===== config.mk =====
export PLATFORM = sky130hd
export DESIGN_NAME = dma_xfer_ctrl
export DESIGN_NICKNAME = d
export VERILOG_FILES = /design/src/rtl/dma_xfer_ctrl.sv
export SDC_FILE = /design/constraint.sdc
export NUM_CORES = 1
export LEC_CHECK = 0
export ABC_AREA = 1
export ABC_CLOCK_PERIOD_IN_PS = 3900
export BUFFER_PORTS_ARGS = -buffer_cell sky130_fd_sc_hd__buf_2
export CAP_MARGIN = 20
export CORE_ASPECT_RATIO = 0.7
export CORE_UTILIZATION = 53
export CTS_BUF_LIST = sky130_fd_sc_hd__clkbuf_8
export CTS_CLUSTER_DIAMETER = 150
export DETAILED_ROUTE_END_ITERATION = 16
export PLACE_DENSITY = 0.89
export SYNTH_ARGS = -nofsm -noshare
export SYNTH_HDL_FRONTEND = slang
export SYNTH_SLANG_ARGS = --single-unit

===== constraint.sdc =====
create_clock -name i_clk -period 3.9 [get_ports i_clk]
set_input_delay 0.78 -clock i_clk [delete_from_list [all_inputs] [get_ports i_clk]]
set_output_delay 0.78 -clock i_clk [all_outputs]
set_load 0.01 [all_outputs]

===== src/rtl/dma_xfer_ctrl.sv =====
// Purpose: splits one DMA descriptor into AXI-legal bursts (<= 2^LEN_W beats, no 4 KB
//          crossing) and streams words between the in/out streams and the engine's native port.
// Latency: start -> first dma_valid in 3 cycles; 2-cycle turnaround between bursts; 1 word/cycle in XFER.
// Backpressure: write stalls on in_valid/dma_ack; read holds dma_valid low while the 1-entry out buffer is full.
//
// Ports:
//   i_clk, i_rst                      clock, synchronous active-high reset
//   i_start/i_dir/i_base_addr/i_word_cnt   descriptor (sampled in IDLE only)
//   o_busy/o_done/o_err               status: busy level, done pulse, sticky error
//   i_in_valid/i_in_data/o_in_ready   write-data stream into the block
//   o_out_valid/o_out_data/i_out_ready read-data stream out of the block
//   o_dma_* / i_dma_*                 engine native word port, burst length and burst-ready/error
module dma_xfer_ctrl #(
    parameter int ADDR_W = 32,
    parameter int DATA_W = 32,
    parameter int LEN_W  = 8,
    parameter int CNT_W  = 16
) (
    input  logic                i_clk,
    input  logic                i_rst,
    input  logic                i_start,
    input  logic                i_dir,
    input  logic [ADDR_W-1:0]   i_base_addr,
    input  logic [CNT_W-1:0]    i_word_cnt,
    output logic                o_busy,
    output logic                o_done,
    output logic                o_err,
    input  logic                i_in_valid,
    input  logic [DATA_W-1:0]   i_in_data,
    output logic                o_in_ready,
    output logic                o_out_valid,
    output logic [DATA_W-1:0]   o_out_data,
    input  logic                i_out_ready,
    output logic                o_dma_valid,
    output logic [ADDR_W-1:0]   o_dma_address,
    output logic [DATA_W-1:0]   o_dma_wdata,
    output logic [DATA_W/8-1:0] o_dma_wstrb,
    input  logic [DATA_W-1:0]   i_dma_rdata,
    input  logic                i_dma_ack,
    output logic [LEN_W-1:0]    o_dma_len,
    input  logic                i_dma_idle,
    input  logic                i_dma_error
);

    localparam int CNT1_W = CNT_W + 1;
    localparam logic [CNT1_W-1:0] MAX_BEATS = CNT1_W'(1) << LEN_W;

    typedef enum logic [2:0] {
        S_IDLE,
        S_CALC,
        S_WAIT_ENG,
        S_XFER,
        S_DONE,
        S_ERR
    } state_t;

    state_t              r_state;
    logic                r_dir;
    logic [ADDR_W-1:0]   r_addr;
    logic [CNT_W-1:0]    r_rem;
    logic [CNT1_W-1:0]   r_beats;
    logic [LEN_W-1:0]    r_len;
    logic                r_busy;
    logic                r_done;
    logic                r_err;
    logic                r_out_valid;
    logic [DATA_W-1:0]   r_out_data;

    logic [CNT1_W-1:0]   w_bound_words;
    logic [CNT1_W-1:0]   w_beats;
    logic                w_xfer;
    logic                w_rd_room;
    logic                w_dma_valid;
    logic                w_ack;
    logic                w_rd_ack;
    logic                w_err_evt;
    logic                w_pop;

    // Words left before the next 4 KB page; address bits [1:0] are always zero
    // so the shift is exact. Result spans 1..1024.
    always_comb begin
        w_bound_words = CNT1_W'((13'h1000 - {1'b0, r_addr[11:0]}) >> 2);
        w_beats       = {1'b0, r_rem};
        if (w_bound_words < w_beats) begin
            w_beats = w_bound_words;
        end
        if (MAX_BEATS < w_beats) begin
            w_beats = MAX_BEATS;
        end
    end

    // In XFER with beats==0 a read is only waiting for its last word to drain;
    // no further engine requests may be issued then.
    assign w_xfer      = (r_state == S_XFER) && (r_beats != '0);
    assign w_pop       = r_out_valid && i_out_ready;
    assign w_rd_room   = !r_out_valid || i_out_ready;
    assign w_dma_valid = w_xfer && (r_dir ? i_in_valid : w_rd_room);
    assign w_ack       = w_dma_valid && i_dma_ack;
    assign w_rd_ack    = w_ack && !r_dir;
    assign w_err_evt   = (r_state != S_IDLE) && i_dma_error;

    assign o_busy        = r_busy;
    assign o_done        = r_done;
    assign o_err         = r_err;
    assign o_in_ready    = w_xfer && r_dir && i_dma_ack;
    assign o_out_valid   = r_out_valid;
    assign o_out_data    = r_out_data;
    assign o_dma_valid   = w_dma_valid;
    assign o_dma_address = r_addr;
    assign o_dma_wdata   = i_in_data;
    assign o_dma_wstrb   = {(DATA_W/8){r_dir}};
    assign o_dma_len     = r_len;

    always_ff @(posedge i_clk) begin
        if (i_rst) begin
            r_state     <= S_IDLE;
            r_dir       <= 1'b0;
            r_addr      <= '0;
            r_rem       <= '0;
            r_beats     <= '0;
            r_len       <= '0;
            r_busy      <= 1'b0;
            r_done      <= 1'b0;
            r_err       <= 1'b0;
            r_out_valid <= 1'b0;
            r_out_data  <= '0;
        end else begin
            if (w_err_evt) begin
                // Error beats any simultaneous final ack: no done pulse.
                r_state <= S_ERR;
                r_err   <= 1'b1;
                r_busy  <= 1'b0;
                r_done  <= 1'b0;
            end else begin
                case (r_state)
                    S_IDLE: begin
                        if (i_start) begin
                            r_dir  <= i_dir;
                            r_addr <= i_base_addr & ~ADDR_W'(3);
                            r_rem  <= i_word_cnt;
                            r_err  <= 1'b0;
                            if (i_word_cnt == '0) begin
                                r_state <= S_DONE;
                                r_done  <= 1'b1;
                            end else begin
                                r_state <= S_CALC;
                                r_busy  <= 1'b1;
                            end
                        end
                    end
                    S_CALC: begin
                        r_len   <= LEN_W'(w_beats - CNT1_W'(1));
                        r_beats <= w_beats;
                        r_state <= S_WAIT_ENG;
                    end
                    S_WAIT_ENG: begin
                        if (i_dma_idle) begin
                            r_state <= S_XFER;
                        end
                    end
                    S_XFER: begin
                        if (w_ack) begin
                            r_addr  <= r_addr + ADDR_W'(4);
                            r_rem   <= r_rem - CNT_W'(1);
                            r_beats <= r_beats - CNT1_W'(1);
                            if (r_beats == CNT1_W'(1)) begin
                                if (r_rem != CNT_W'(1)) begin
                                    r_state <= S_CALC;
                                end else if (r_dir) begin
                                    r_state <= S_DONE;
                                    r_busy  <= 1'b0;
                                    r_done  <= 1'b1;
                                end
                                // A read's final word stays in XFER until popped.
                            end
                        end else if (!r_dir && (r_beats == '0) && w_pop) begin
                            r_state <= S_DONE;
                            r_busy  <= 1'b0;
                            r_done  <= 1'b1;
                        end
                    end
                    S_DONE: begin
                        r_done  <= 1'b0;
                        r_state <= S_IDLE;
                    end
                    S_ERR: begin
                        r_state <= S_IDLE;
                    end
                    default: begin
                        r_state <= S_IDLE;
                    end
                endcase
            end

            // One-entry read buffer; refill and pop may coincide.
            if (w_err_evt) begin
                r_out_valid <= 1'b0;
            end else if (w_rd_ack) begin
                r_out_valid <= 1'b1;
                r_out_data  <= i_dma_rdata;
            end else if (w_pop) begin
                r_out_valid <= 1'b0;
            end
        end
    end

endmodule


==> impl_metrics.tcl <==
set metrics [dict create \
    hold_depth 2 \
    p_per_area_mw_per_mm2 852.2 \
    hold_start "r_beats[7]" \
    arrival_ns 3.87 \
    total_power_uw 6749 \
    wl_per_cell_um 14.11 \
    crit_path_end_kind "flip-flop" \
    synth-compound-area-share 0.1865 \
    synth-seq-cells 111 \
    clock_path_buffers 2 \
    cpMostUsedCell "inv_1" \
    num_rows 34 \
    fp.dieW_um 139.3 \
    hold_viol 0 \
    critPathRequiredTime_ns 4.20 \
    cts_buffers 9 \
    clock_sinks 111 \
    num_antenna_cells 0 \
    r2r_cells 29 \
    dr.max_layer_used "met4" \
    clock_latency_ns 0.39 \
    muxShareOfSynthArea 0 \
    rsz0062_at_grt "false" \
    gp_congestion 0.9653 \
    vias 7408 \
    tightest_slew_ns 0.9694 \
    ant_nets 0 \
    antenna_found_initial 0 \
    final_cell_mix "nand2_1, buf_2, nor2_1, o21ai_0, inv_1" \
    initial_core_util 0.5534 \
    synthCells 1067 \
    dp_hpwl_mm 13.83 \
    synth_top_area_share 0.3178 \
    leakage_uw 0.003850 \
    synthDominantAreaCellType "dfxtp_1" \
    yosysWarnings 0 \
    synth_edf_count 0 \
    port_buffers 166 \
    clk_pin_slew_ns 0.12 \
    pin_count 235 \
    synth-simple-area-share 0.2892 \
    timing.rr.start "o_dma_address[2]" \
    wl_met3_mm 1.616 \
    drt-met1-wl_mm 8.680 \
    syn_area_mm2 0.006992 \
    finalWirelength_mm 18.98 \
    slowest_delay_ns 0.42 \
    hold_class "reg -> reg" \
    grt_usage 0.2754 \
    async_reset_ff_frac 0 \
    cts_max_level 3 \
    cp_slowest_cell "dfxtp_1" \
    finalMaxSlewViolations 0 \
    drtPass1Iterations 5 \
    finalSetupViolations 0 \
    avgSynthCellArea_um2 6.553 \
    fill_cells 1159 \
    area_growth_pct 13.28 \
    grt_start_max_net_pins 75 \
    drtIter0Drc 627 \
    slew_headroom 0.3530 \
    finalSetupTns_ns 0 \
    ir_worst_vdd_mv 0.5498 \
    core_area_mm2 0.01263 \
    timing.final.crit_share 0.9155 \
    die_area_mm2 0.01366 \
    fp.dieH_um 98.10 \
    synth-adder-area-share 0.03042 \
    cp-start-kind "flip-flop" \
    clock.fmax_ghz 0.2801 \
    synth_area_leaders "dfxtp_1, nand2_1, nor2_1, o21ai_0, inv_1" \
    cap_viol_max_count 0 \
    synth-xor-area-share 0.04009 \
    wl_met2_mm 8.449 \
    grt_pass1_wl_mm 30.97 \
    grt_pass1_vias 6548 \
    ys_types 45 \
    critPathKind "reg -> reg" \
    synth_top_family_by_area "simple AND/OR/NAND/NOR gates" \
    viasPerCell 5.508 \
    fin_worst_skew_ns 0.01315 \
    drive_gt1_frac 0.2037 \
    synth_flop_cell "dfxtp_1" \
    reg2reg_to "o_dma_len[4]" \
    final_common_cell "nand2_1" \
    drc 0 \
    clock-root-buffer "clkbuf_8" \
    min_to "r_beats[7]" \
    overflow 0 \
    cts_tree "built" \
    outcome "completed" \
    r2r_slack_ns 0.33 \
    cp_max_fo 8 \
    fin_nets 1316 \
    synth_seq_area_share 0.3178 \
    period_needed_ns 3.570 \
]
## cell type report
type | instances | area [um^2] | area share
clock buffer | 9 | 123.9 | 0.01564
clock inverter | 7 | 70.07 | 0.008847
inverter | 118 | 442.9 | 0.05592
multi-input combinational | 753 | 3876 | 0.4894
sequential | 111 | 2223 | 0.2807
tap | 162 | 202.7 | 0.02559
timing repair buffer | 185 | 980.9 | 0.1239
## Yosys cell counts, types with 6 or more instances
| library cell | n |
|---|---|
| a21oi_1 | 51 |
| buf_2 | 7 |
| nor2_1 | 159 |
| buf_4 | 42 |
| clkbuf_1 | 35 |
| ha_1 | 17 |
| inv_1 | 113 |
| nand2_1 | 199 |
| a211oi_1 | 9 |
| o21ai_0 | 113 |
| nor4_1 | 11 |
| a311oi_1 | 11 |
| nor3_1 | 26 |
| dfxtp_1 | 111 |
| nand4_1 | 7 |
| nand2_2 | 6 |
| nor3_2 | 6 |
| xor2_1 | 29 |
| nand3_1 | 49 |
| a31oi_1 | 21 |
## metal layers
layer  GRT usage  vias to the layer above
met5           0                        -
li1            -                     3696
met4     0.06068                        0
met3     0.05199                       24
met1      0.3859                     3373
met2      0.4387                      315
## critical path: cells and delay by family (launching register included)
| family | cells | cell delay, ns |
|---|---|---|
| and+or+nand+nor | 15 | 1.10 |
| adders and majority gates | 3 | 0.72 |
| buffers and inverters | 8 | 0.63 |
| AOI/OAI and AO/OA | 3 | 0.61 |
| DFF | 1 | 0.42 |
## stage by stage
stage / hold WS (ns) / worst slack (ns) / cell area [um^2] / instances / utilization
final: 0.4994 / 0.3297 / 7920 / 1345 / 0.6269
after global routing: 0.5047 / 0.04078 / 7920 / 1345 / 0.6269
after detailed placement: 0.4770 / 0.1951 / 7642 / 1325 / 0.6049
after floorplan: 0.4465 / 0.4713 / 6995 / 1068 / -
after CTS: 0.4937 / 0.09425 / 7836 / 1341 / 0.6202
after global placement: 0.4629 / 0.3723 / 7642 / 1325 / 0.6049
## kinds of logic after synthesis
family / count (synthesis)
buffers and inverters: 204
adders and majority gates: 17
DFF: 111
xor gates and xnor gates: 32
other: 1
and+or+nand+nor: 473
AOI/OAI and AO/OA: 229
## registers in the layout, indices dropped and copies added, names as in the netlist
name           cells
o_busy             1
o_dma_address     30
o_out_data        32
r_dir              1
o_err              1
r_rem             16
o_done             1
r_beats           17
r_state            3
o_out_valid        1
o_dma_len          8
## timing repair
item                                    CTS  global route
hold buffers                              0             0
endpoints found under the hold margin     0             0
setup buffers                             0             4
gates resized for setup                   0            17
endpoints found under the setup margin    0            11
## power breakdown
part | switching, uW | leakage (uW) | internal, uW
registers | 337 | 0.000908 | 1440
logic | 2760 | 0.00284 | 1500
clock network | 450 | 0.0000977 | 254
total | 3550 | 0.00385 | 3200
## worst max-delay path by stage
stage                     startpoint           end  slack [ns]  depth (start not counted)
floorplan           o_dma_address[2]  o_dma_len[2]        0.47                         29
global placement    o_dma_address[3]  o_dma_len[2]        0.37                         28
detailed placement  o_dma_address[3]  o_dma_len[2]        0.20                         28
CTS                 o_dma_address[3]  o_dma_len[4]        0.09                         29
global route        o_dma_address[3]  o_dma_len[2]        0.04                         28
finish              o_dma_address[2]  o_dma_len[4]        0.33                         29
Note: power is estimated with default switching activity, not from simulation.
